**config.mk**
```make
export PLATFORM = sky130hd
export DESIGN_NAME = light_pattern_generator
export DESIGN_NICKNAME = d
export VERILOG_FILES = /design/src/rtl/light_pattern_generator.sv
export SDC_FILE = /design/constraint.sdc
export NUM_CORES = 1
export LEC_CHECK = 0
export ABC_AREA = 1
export BUFFER_PORTS_ARGS = -buffer_cell sky130_fd_sc_hd__buf_4
export CORE_UTILIZATION = 53
export CTS_CLUSTER_SIZE = 8
export DETAILED_ROUTE_END_ITERATION = 7
export PLACE_DENSITY = 0.75
export SYNTH_ARGS = -nofsm -noshare
export SYNTH_HDL_FRONTEND = slang
export SYNTH_SLANG_ARGS = --single-unit
```
**constraint.sdc**
```tcl
create_clock -name Clk -period 3.4 [get_ports Clk]
set_input_delay 1.02 -clock Clk [delete_from_list [all_inputs] [get_ports Clk]]
set_output_delay 1.02 -clock Clk [all_outputs]
set_load 0.05 [all_outputs]
```
**src/rtl/light_pattern_generator.sv**
```systemverilog
// light_pattern_generator
// Animates an 8-LED bank with one of four patterns (bounce, counter,
// alternate, bar), advancing one step per clock. A rising edge on b selects
// the next pattern. p freezes the display. r is a synchronous active-low reset.
module light_pattern_generator (
  input  logic       r,
  input  logic       b,
  input  logic       p,
  input  logic       Clk,
  output logic [7:0] out
);

  typedef enum logic [1:0] {
    PAT_BOUNCE = 2'd0,
    PAT_COUNT  = 2'd1,
    PAT_ALT    = 2'd2,
    PAT_BAR    = 2'd3
  } pat_e;

  pat_e       pat_q, pat_d;
  logic       dir_q, dir_d;
  logic       b_q;
  logic [7:0] out_q, out_d;

  // Successor of the current display within the current pattern.
  logic [7:0] step_out;
  logic       step_dir;

  // Value shown on the edge that enters a pattern.
  logic [7:0] first_out;

  logic       b_rise;

  assign b_rise = b & ~b_q;
  assign out    = out_q;

  // Pattern successor rules, including recovery from unreachable values.
  always_comb begin
    step_out = out_q;
    step_dir = dir_q;
    unique case (pat_q)
      PAT_BOUNCE: begin
        if (!$onehot(out_q)) begin
          // Anything that is not a single lit LED restarts the bounce.
          step_out = 8'h01;
          step_dir = 1'b0;
        end else if (!dir_q) begin
          if (out_q == 8'h80) begin
            // Already at the left end: turn around rather than fall off.
            step_out = 8'h40;
            step_dir = 1'b1;
          end else begin
            step_out = out_q << 1;
            step_dir = (out_q == 8'h40);
          end
        end else begin
          if (out_q == 8'h01) begin
            // Already at the right end: turn around rather than fall off.
            step_out = 8'h02;
            step_dir = 1'b0;
          end else begin
            step_out = out_q >> 1;
            step_dir = (out_q != 8'h02);
          end
        end
      end
      PAT_COUNT: begin
        step_out = out_q + 8'd1;
        step_dir = dir_q;
      end
      PAT_ALT: begin
        // Only AA steps to 55; everything else (including 55) goes to AA.
        step_out = (out_q == 8'hAA) ? 8'h55 : 8'hAA;
        step_dir = dir_q;
      end
      PAT_BAR: begin
        if (!dir_q) begin
          step_out = {out_q[6:0], 1'b1};
          step_dir = (out_q[6:0] == 7'h7F);
        end else begin
          step_out = {out_q[6:0], 1'b0};
          step_dir = (out_q[6:0] != 7'h00);
        end
      end
      default: begin
        step_out = 8'h01;
        step_dir = 1'b0;
      end
    endcase
  end

  // Next-state selection: button edge beats pause, pause beats stepping.
  always_comb begin
    pat_d     = pat_q;
    dir_d     = dir_q;
    out_d     = out_q;
    first_out = 8'h01;
    if (b_rise) begin
      pat_d = pat_e'(pat_q + 2'd1);
      unique case (pat_d)
        PAT_BOUNCE: first_out = 8'h01;
        PAT_COUNT:  first_out = 8'h00;
        PAT_ALT:    first_out = 8'hAA;
        PAT_BAR:    first_out = 8'h00;
        default:    first_out = 8'h01;
      endcase
      out_d = first_out;
      dir_d = 1'b0;
    end else if (!p) begin
      out_d = step_out;
      dir_d = step_dir;
    end
  end

  // State register; b_q tracks b even in reset so a press held through
  // reset does not advance the pattern afterwards.
  always_ff @(posedge Clk) begin
    b_q <= b;
    if (!r) begin
      pat_q <= PAT_BOUNCE;
      dir_q <= 1'b0;
      out_q <= 8'h01;
    end else begin
      pat_q <= pat_d;
      dir_q <= dir_d;
      out_q <= out_d;
    end
  end

endmodule

```
==> results of run 1 <==
## power groups by stage
stage                     clock network, mW  logic (mW)  registers (mW)
after global placement                    0       0.327           0.170
after detailed placement                  0       0.332           0.170
final                                 0.122       0.398           0.168
after global routing                  0.132       0.434           0.170
after CTS                             0.120       0.334           0.167
after floorplan                           0       0.198           0.202
## cell usage in the layout (no fill, tap or decap), drive strengths merged
| cell type | n |
|---|---|
| nor3 | 1 |
| clkbuf | 4 |
| fa | 4 |
| dfxtp | 12 |
| nand3b | 1 |
| nand3 | 19 |
| o211ai | 2 |
| nor2 | 24 |
| buf | 24 |
| ha | 12 |
| nand2 | 49 |
| a21oi | 23 |
| inv | 32 |
| nand4 | 3 |
| o22ai | 1 |
| a221oi | 1 |
| o21ai | 20 |
| o21a | 1 |
## stage by stage
step	total power, mW	hold WS [ns]	TNS (ns)	area [um^2]	setup slack, ns
after CTS	0.621	0.561	-0.0224	1530	-0.0224
after floorplan	0.400	0.505	0	1340	0.000748
after global placement	0.497	0.525	0	1490	0.0662
after global routing	0.737	0.602	-1.07	1590	-0.191
final	0.688	0.558	-0.117	1590	-0.0696
after detailed placement	0.502	0.550	0	1490	0.00830
## layout make-up
class                   instances  share of cell area, %
multi-input cells             161                   60.5
flip-flops and latches         12                   15.8
repair buffers                 24                   11.6
inverters                      32                   7.70
clock buffers                   4                   2.28
well taps                      28                   2.20
## timing repair
action | 4_1_cts | 5_1_grt
setup endpoints to repair | 1 | 9
pin swaps | 0 | 4
hold buffers | 0 | 0
resized for setup | 0 | 13
buffers inserted | 0 | 3
## worst min-delay path by stage
stage | start | to | slack [ns] | cells after the start
floorplan | pat_q[1] | pat_q[1] | 0.51 | 2
finish | pat_q[1] | pat_q[1] | 0.56 | 2
CTS | pat_q[1] | pat_q[1] | 0.56 | 2
global route | pat_q[1] | pat_q[1] | 0.60 | 2
detailed placement | pat_q[1] | pat_q[1] | 0.55 | 2
global placement | pat_q[1] | pat_q[1] | 0.52 | 2
## per-layer routing
layer	vias to the layer above	routed length [um]	GRT usage [%]
met1	676	1630	41.9
met4	0	91	14.4
met5	-	0	0
met3	13	423	5.85
li1	730	-	-
met2	95	1860	54.3
## cell families (layout without fill, tap and decap cells)
group	count (synthesis)	count (layout)	synth area share [%]
simple gates	97	97	32.6
compound gates	48	48	19.9
buf+inv	37	60	12.0
fa+ha+maj	16	16	17.4
flops	12	12	18.1
## flip-flops by register name, summed over array words and instances (netlist names)
register / cells
dir_q: 1
pat_q: 2
out: 8
b_q: 1
## critical path, stage by stage (launching register included)
cell,delay (ns)
dfxtp_4,0.37
inv_4,0.03
fa_1,0.55
fa_1,0.43
fa_1,0.43
inv_1,0.07
ha_2,0.18
inv_2,0.04
fa_2,0.52
nand2_2,0.06
nor2_4,0.12
buf_4,0.12
nand3_1,0.10
a21oi_1,0.17
nand3_1,0.09
a21oi_1,0.12
==> impl_metrics.json, run 1 <==
{
  "outcome": "complete, but fails checks",
  "violations": "setup timing",
  "p_sw_share_pct": 45.2,
  "multi_input_comb_area_um2": 962,
  "cts_tree": "yes",
  "rr_worst_depth": 15,
  "htreeDepth": 1,
  "power_frac_comb_pct": 57.8,
  "fmax_ghz": 0.288,
  "skew_ns": 0.0123,
  "io_buffers": 11,
  "viasPerCell": 5.80,
  "fin_util_pct": 69.9,
  "r2r_end": "out[5]",
  "period_minus_slack_ns": 3.47,
  "setup_slack_ns": -0.0696,
  "synth_flop_cell": "dfxtp_1",
  "drive_above_1_share_pct": 24.5,
  "dpl.cell_count": 254,
  "crit_fanout": 4,
  "grt_pass1_vias": 1392,
  "fin_nets": 254,
  "synth_top_area_share_pct": 18.1,
  "finalWirelength_um": 4000,
  "crit_path_start_kind": "flip-flop",
  "endpoint": "out[5]",
  "path_clk_slew_ns": 0.09,
  "r2r_slack_ns": -0.07,
  "rows": 17,
  "critPathArrivalTime_ns": 3.69,
  "hp-class": "flip-flop to flip-flop",
  "antenna_found_initial": 0,
  "ys_ff_latch": 12,
  "pwr_density_cell_nw_per_um2": 432,
  "n_antenna_cell": 0,
  "worst_ir_drop_vdd_uv": 334,
  "cts_made_buffers": 3,
  "grt_use_total_pct": 33.1,
  "syn_inst": 210,
  "sequentialPowerShare_pct": 24.5,
  "rsz0062_at_grt": "true",
  "fill_cells": 198,
  "boundaryPins": 12,
  "hold_viol_final": 0,
  "yosysUniqueCellTypes": 26,
  "route.detailed.drc": 0,
  "synthTopCellsByArea": "dfxtp_1 18%, nand2_1 12%, ha_1 11%",
  "initial_utilization_pct": 58.3,
  "switchingPower_mw": 0.311,
  "clk_latency_ns": 0.30,
  "cp-startpoint": "out[0]",
  "drv_cap": 0,
  "syn_area_per_cell_um2": 6.32,
  "fp.dieArea_um2": 2710,
  "drv_slew": 0,
  "synth_edf_count": 0,
  "grt_overflow": 0,
  "tightestPinTransition_ns": 0.534,
  "worstSetupEndpointType": "flip-flop",
  "firstDrtPassIters": 5,
  "cts.sinks": 12,
  "grt_start_max_net_pins": 15,
  "rr_startpoint": "out[0]",
  "core_um2": 2280,
  "fin_cells": 261,
  "ys_warn_count": 0,
  "gp_congestion": 0.978,
  "finalSetupViolCount": 3,
  "cp.required_ns": 3.62,
  "die_w_um": 52.0,
  "syn_area_um2": 1330,
  "seqCellArea_um2": 251,
  "synthTopCellsByCount": "44 x nand2_1, 32 x inv_1, 20 x a21oi_1, 20 x nor2_1, 19 x o21ai_0",
  "ys_seq_area_share_pct": 18.1,
  "fin_crit_sh_pct": 102,
  "clock_power_share_pct": 17.7,
  "syn_nets": 230,
  "die_y_um": 52.0,
  "postRouteAntennaNets": 0,
  "vias": 1514,
  "dpl.hpwl_um": 2930,
  "worstSetupPathType": "flip-flop to flip-flop",
  "root_buffer": "clkbuf_4",
  "syn_to_final_growth_pct": 20.0,
  "post_drt_wl_per_cell_um": 15.3,
  "intPower_mw": 0.377,
  "leakage_nw": 0.739,
  "drt_iter0_markers": 102,
  "synth.most_common_cell": "nand2_1",
  "grt_pass1_wl_um": 6430,
  "ys_async_sr_fraction_pct": 0,
  "clock_path_buffers": 2,
  "slew_headroom_pct": 64.4,
  "synth.largest_area_cell": "dfxtp_1"
}
(Power assumes the default switching activity.)
==> run 2, diff against run 1 <==
--- a/config.mk
+++ b/config.mk
@@ -7,9 +7,11 @@
 export LEC_CHECK = 0
 export ABC_AREA = 1
 export BUFFER_PORTS_ARGS = -buffer_cell sky130_fd_sc_hd__buf_4
+export CAP_MARGIN = 5
 export CORE_UTILIZATION = 53
 export CTS_CLUSTER_SIZE = 8
 export DETAILED_ROUTE_END_ITERATION = 7
+export GPL_TIMING_DRIVEN = 0
 export PLACE_DENSITY = 0.75
 export SYNTH_ARGS = -nofsm -noshare
 export SYNTH_HDL_FRONTEND = slang
==> impl_metrics.json, run 2 (synthesis gave the netlist of run 1 again) <==
{
  "critPathArrivalTime_ns": 3.77,
  "cp_slowest_cell": "fa_1",
  "grt_pass1_vias": 1580,
  "fin_crit_sh_pct": 104,
  "leakage_nw": 0.808,
  "final_cell_mix": "41 x nand2_1, 36 x buf_4, 26 x inv_1",
  "dpl.hpwl_um": 2830,
  "crit_fanout": 4,
  "fin_util_pct": 76.4,
  "initial_utilization_pct": 58.3,
  "largest_register_ff_count": 8,
  "clk_latency_ns": 0.28,
  "antenna_found_initial": 0,
  "cts_tree": "yes",
  "finalSetupViolCount": 7,
  "tightestPinTransition_ns": 0.465,
  "cp_cell_sequence": "inv_2 > fa_1 > fa_1 > fa_1 > inv_2 > ha_4 > inv_2 > fa_2 > nand2_2 > nor2_4 > nand2_2 > nor2_2 > nand2_2 > a21oi_2 > nand2_1 > a21oi_2",
  "outcome": "complete, but fails checks",
  "worst-path-buf-inv": 3,
  "rsz0062_at_grt": "true",
  "worstSetupPathType": "flip-flop to flip-flop",
  "hold_viol_final": 0,
  "hp-class": "flip-flop to flip-flop",
  "grt_start_max_net_pins": 11,
  "multi_input_comb_area_um2": 991,
  "root_buffer": "clkbuf_4",
  "period_minus_slack_ns": 3.55,
  "pwr_density_cell_nw_per_um2": 438,
  "gp_congestion": 1.02,
  "die_y_um": 52.0,
  "vias": 1684,
  "crit_path_start_kind": "flip-flop",
  "n_antenna_cell": 0,
  "skew_ns": 0.00257,
  "hold_buffers": 0,
  "finalWirelength_um": 4710,
  "core_um2": 2280,
  "slew_headroom_pct": 69.0,
  "drive_above_1_share_pct": 31.7,
  "route.detailed.drc": 0,
  "viasPerCell": 6.08,
  "drv_cap": 0,
  "clock_path_buffers": 2,
  "die_w_um": 52.0,
  "drt_iter0_markers": 112,
  "grt_use_total_pct": 39.7,
  "setup_slack_ns": -0.149,
  "worst_ir_drop_vdd_uv": 304,
  "setup_tns_ns": -0.510,
  "fp.dieArea_um2": 2710,
  "drv_slew": 0,
  "htreeDepth": 1,
  "io_buffers": 11,
  "seqCellArea_um2": 251,
  "boundaryPins": 12,
  "fmax_ghz": 0.282,
  "postRouteAntennaNets": 0,
  "p_total_mw": 0.761,
  "worstSetupEndpointType": "flip-flop",
  "violations": "setup timing",
  "post_drt_wl_per_cell_um": 17.0,
  "dpl.cell_count": 249,
  "fin_nets": 270,
  "path_clk_slew_ns": 0.08,
  "cpLargestDelayFamily": "adder cells",
  "slowest_delay_ns": 0.54,
  "cts.sinks": 12,
  "cts_made_buffers": 3,
  "rows": 17,
  "pre_cts_ws_ns": -0.192,
  "syn_to_final_growth_pct": 31.1,
  "fill_cells": 176,
  "final_common_cell": "nand2_1",
  "fin_cells": 277,
  "cp.required_ns": 3.62,
  "grt_overflow": 0,
  "grt_pass1_wl_um": 7610,
  "firstDrtPassIters": 6
}
## run 2: changes by cell type in the layout (fill, tap and decap cells not counted), sizes merged
cell,change
clkinvlp,+1
clkbuf,+1
inv,-1
buf,+15
## run 2: worst register-to-register path, delay by kind of cell (launching register included)
family | cells | cell delay (ns)
adders and majority gates | 5 | 2.09
and+or+nand+nor | 6 | 0.61
DFF | 1 | 0.37
AOI/OAI and AO/OA | 2 | 0.24
buffers and inverters | 3 | 0.19
## run 2: timing repair
item | 4_1_cts | 5_1_grt
gates resized for setup | 9 | 12
setup endpoints to repair | 9 | 9
pin swaps | 4 | 10
setup buffers | 23 | 3
## run 2: power by group
part / internal (mW) / leakage (nW) / switching, mW
sequential: 0.153 / 0.100 / 0.0169
clock: 0.0652 / 0.0210 / 0.0504
combinational: 0.188 / 0.687 / 0.287
total: 0.406 / 0.808 / 0.355
## run 2: area by class of cell
cell class	count	share of cell area, %
buffer	5	2.23
clock buffer	4	2.09
inverter	32	7.12
multi-input combinational	161	57.0
sequential	12	14.5
tap	28	2.01
timing repair buffer	35	15.1
## run 2: routing by layer
| layer | global-route usage [%] | share of wire [%] |
|---|---|---|
| met3 | 12.3 | 12 |
| met4 | 19.8 | 7.7 |
| met2 | 61.1 | 42 |
| met5 | 0 | 0 |
| met1 | 49.3 | 39 |
## run 2: metrics by stage
step	hold WS [ns]	area, um^2
2_1_floorplan	0.505	1340
3_3_place_gp	0.527	1460
3_5_place_dp	0.553	1460
4_1_cts	0.565	1690
5_1_grt	0.587	1740
6_report	0.566	1740
## run 2: path summary, 6_finish.rpt
kind / start / endpoint / slack [ns] / depth (start not counted)
max: out[0] / out[6] / -0.15 / 16
min reg2reg: pat_q[1] / pat_q[1] / 0.57 / 2
min: pat_q[1] / pat_q[1] / 0.57 / 2
max reg2reg: out[0] / out[6] / -0.15 / 16
==> run 3, diff against run 2 <==
--- a/config.mk
+++ b/config.mk
@@ -5,7 +5,7 @@
 export SDC_FILE = /design/constraint.sdc
 export NUM_CORES = 1
 export LEC_CHECK = 0
-export ABC_AREA = 1
+export ABC_AREA = 0
 export BUFFER_PORTS_ARGS = -buffer_cell sky130_fd_sc_hd__buf_4
 export CAP_MARGIN = 5
 export CORE_UTILIZATION = 53
==> constraint.sdc (replaced) <==
create_clock -name Clk -period 3.13 [get_ports Clk]
set_input_delay 0.939 -clock Clk [delete_from_list [all_inputs] [get_ports Clk]]
set_output_delay 0.939 -clock Clk [all_outputs]
set_load 0.05 [all_outputs]
==> impl_metrics.json, run 3 <==
{
  "outcome": "complete, but fails checks",
  "violations": "setup timing",
  "tightestPinTransition_ns": 0.484,
  "drt_iter0_markers": 66,
  "grt_overflow": 0,
  "cts_tree": "yes",
  "crit_path_start_kind": "flip-flop",
  "syn_inst": 167,
  "finalSetupViolCount": 9,
  "n_antenna_cell": 0,
  "crit_fanout": 3,
  "synth_edf_count": 0,
  "gp_congestion": 0.961,
  "ys_seq_area_share_pct": 17.9,
  "r2r_end": "out[3]",
  "viasPerCell": 6.54,
  "synth_top_area_share_pct": 17.9,
  "initial_utilization_pct": 58.5,
  "syn_to_final_growth_pct": 20.4,
  "synthTopCellsByCount": "17 x inv_1, 14 x nand2_1, 12 x dfxtp_1, 12 x ha_1, 10 x nand3_1",
  "yosysUniqueCellTypes": 55,
  "worstSetupEndpointType": "flip-flop",
  "setup_slack_ns": -0.636,
  "vias": 1412,
  "synth_mux_area_share_pct": 2.23,
  "clk_latency_ns": 0.29,
  "die_w_um": 52.4,
  "antenna_found_initial": 0,
  "fmax_ghz": 0.266,
  "design_area_um2": 1620,
  "skew_ns": 0.00372,
  "io_buffers": 10,
  "postRouteAntennaNets": 0,
  "rows": 17,
  "cp_slowest_cell": "fa_1",
  "syn_nets": 187,
  "synth_flop_cell": "dfxtp_1",
  "worst_ir_drop_vdd_uv": 287,
  "cts_made_buffers": 3,
  "synth_compound_area_share_pct": 25.4,
  "dpl.cell_count": 205,
  "boundaryPins": 12,
  "slew_headroom_pct": 67.4,
  "hold_buffers": 0,
  "path_clk_slew_ns": 0.09,
  "worstSetupPathType": "flip-flop to flip-flop",
  "drv_cap": 0,
  "place_area_um2": 1480,
  "yosys.area_share.simple_pct": 24.0,
  "whs_path_depth": 2,
  "synth.most_common_cell": "inv_1",
  "fin_crit_sh_pct": 120,
  "route.detailed.drc": 0,
  "cts.sinks": 12,
  "clock_path_buffers": 2,
  "cp_cell_sequence": "inv_4 > fa_1 > fa_1 > fa_1 > inv_1 > ha_2 > inv_2 > fa_2 > and2_4 > a32oi_2 > or4_4 > nand3_2 > a22o_1",
  "rr_worst_depth": 13,
  "synthTopCellsByArea": "dfxtp_1 18%, ha_1 11%, fa_1 6.0%",
  "fin_nets": 209,
  "hp-class": "flip-flop to flip-flop",
  "drive_above_1_share_pct": 28.7,
  "ys_ff_latch": 12,
  "final_common_cell": "buf_4",
  "r2r_slack_ns": -0.64,
  "rsz0062_at_grt": "true",
  "worstHoldStart": "pat_q[1]",
  "synthAdderAreaFrac_pct": 17.1,
  "hold_viol_final": 0,
  "largest_register_ff_count": 8,
  "syn_area_per_cell_um2": 8.05,
  "crit_top_cell": "fa_1",
  "pre_cts_ws_ns": -0.725,
  "grt_pass1_vias": 1377,
  "cp.required_ns": 3.37,
  "synth_xor_xnor_area_share_pct": 3.26,
  "grt_use_total_pct": 32.5,
  "core_um2": 2300,
  "grt_start_max_net_pins": 13,
  "syn_area_um2": 1340,
  "fin_cells": 216,
  "final_cell_mix": "19 x buf_4, 14 x nand2_1, 13 x inv_1",
  "ys_warn_count": 0,
  "period_minus_slack_ns": 3.77,
  "post_drt_wl_per_cell_um": 18.0,
  "grt_pass1_wl_um": 6440,
  "synth_top_family_by_area": "compound AO/OA/AOI/OAI gates",
  "setup_tns_ns": -4.19,
  "firstDrtPassIters": 4,
  "die_y_um": 52.4,
  "hold-path-endpoint": "pat_q[1]",
  "synth.largest_area_cell": "dfxtp_1",
  "dpl.hpwl_um": 2690,
  "cp-startpoint": "out[1]",
  "slowest_delay_ns": 0.58,
  "root_buffer": "clkbuf_4",
  "ys_async_sr_fraction_pct": 0,
  "critPathArrivalTime_ns": 4.00,
  "p_total_mw": 0.669,
  "pwr_density_cell_nw_per_um2": 413,
  "fp.dieArea_um2": 2740,
  "leakage_nw": 0.679,
  "drv_slew": 0,
  "finalWirelength_um": 3880,
  "htreeDepth": 1,
  "rr_startpoint": "out[1]"
}
## run 3: cell count changes in the layout (fill, tap and decap cells not counted), sizes merged, moves of 4 or more
cell	before	now
buf	39	25
nor2	24	7
a21oi	23	4
nand3	19	10
nand2	49	14
o21ai	20	4
clkbuf	5	9
inv	31	17
## run 3: worst max-delay path by stage
stage,end,slack [ns],depth (start not counted)
3_5_place_dp,out[3],-0.72,14
5_1_grt,out[3],-0.75,13
4_1_cts,out[3],-0.67,13
2_1_floorplan,out[3],-0.60,14
3_3_place_gp,out[3],-0.72,14
6_report,out[3],-0.64,13
## run 3: critical path, delay by kind of cell (launching register included)
kind | cells | cell delay [ns]
compound gates | 2 | 0.27
fa+ha+maj | 5 | 2.17
buf+inv | 3 | 0.16
flops | 1 | 0.37
simple gates | 3 | 0.75
## run 3: what timing repair did
action                                  in CTS  in global routing
endpoints found under the setup margin       9                  9
endpoints found under the hold margin        0                  0
buffers inserted                             7                  1
gates resized for setup                     14                  4
pin swaps                                   10                  2
## run 3: per-stage QoR
step | hold WS [ns] | util (%)
final | 0.544 | 70.4
after global routing | 0.570 | 70.4
after CTS | 0.548 | 69.3
after detailed placement | 0.534 | 64.5
after global placement | 0.511 | 64.5
after floorplan | 0.492 | -
## run 3: cells by family after synthesis
kind of cell / after synthesis
AO/OA/AOI/OAI: 43
XOR/XNOR: 5
adder cells (fa/ha/maj): 16
buffers and inverters: 31
flip-flops: 12
multiplexers: 3
AND/OR/NAND/NOR: 57
## run 3: cell type report
type,count,area [um^2]
tap,28,35.0
multi-input combinational,124,1030
inverter,17,68.8
buffer,13,66.3
sequential,12,251
clock inverter,1,3.75
clock buffer,3,22.5
timing repair buffer,18,135
fill,195,679
## run 3: layer usage
layer / track usage, % / share of wire (%)
met2: 51.7 / 47
met4: 17.1 / 3.3
met5: 0 / 0
met1: 41.7 / 41
met3: 5.22 / 8.7
## run 3: report_power, final
group	internal [mW]	total, mW	leakage (nW)	switching (mW)
registers	0.165	0.175	0.0998	0.0100
clock network	0.0464	0.109	0.0154	0.0623
logic	0.165	0.385	0.564	0.220
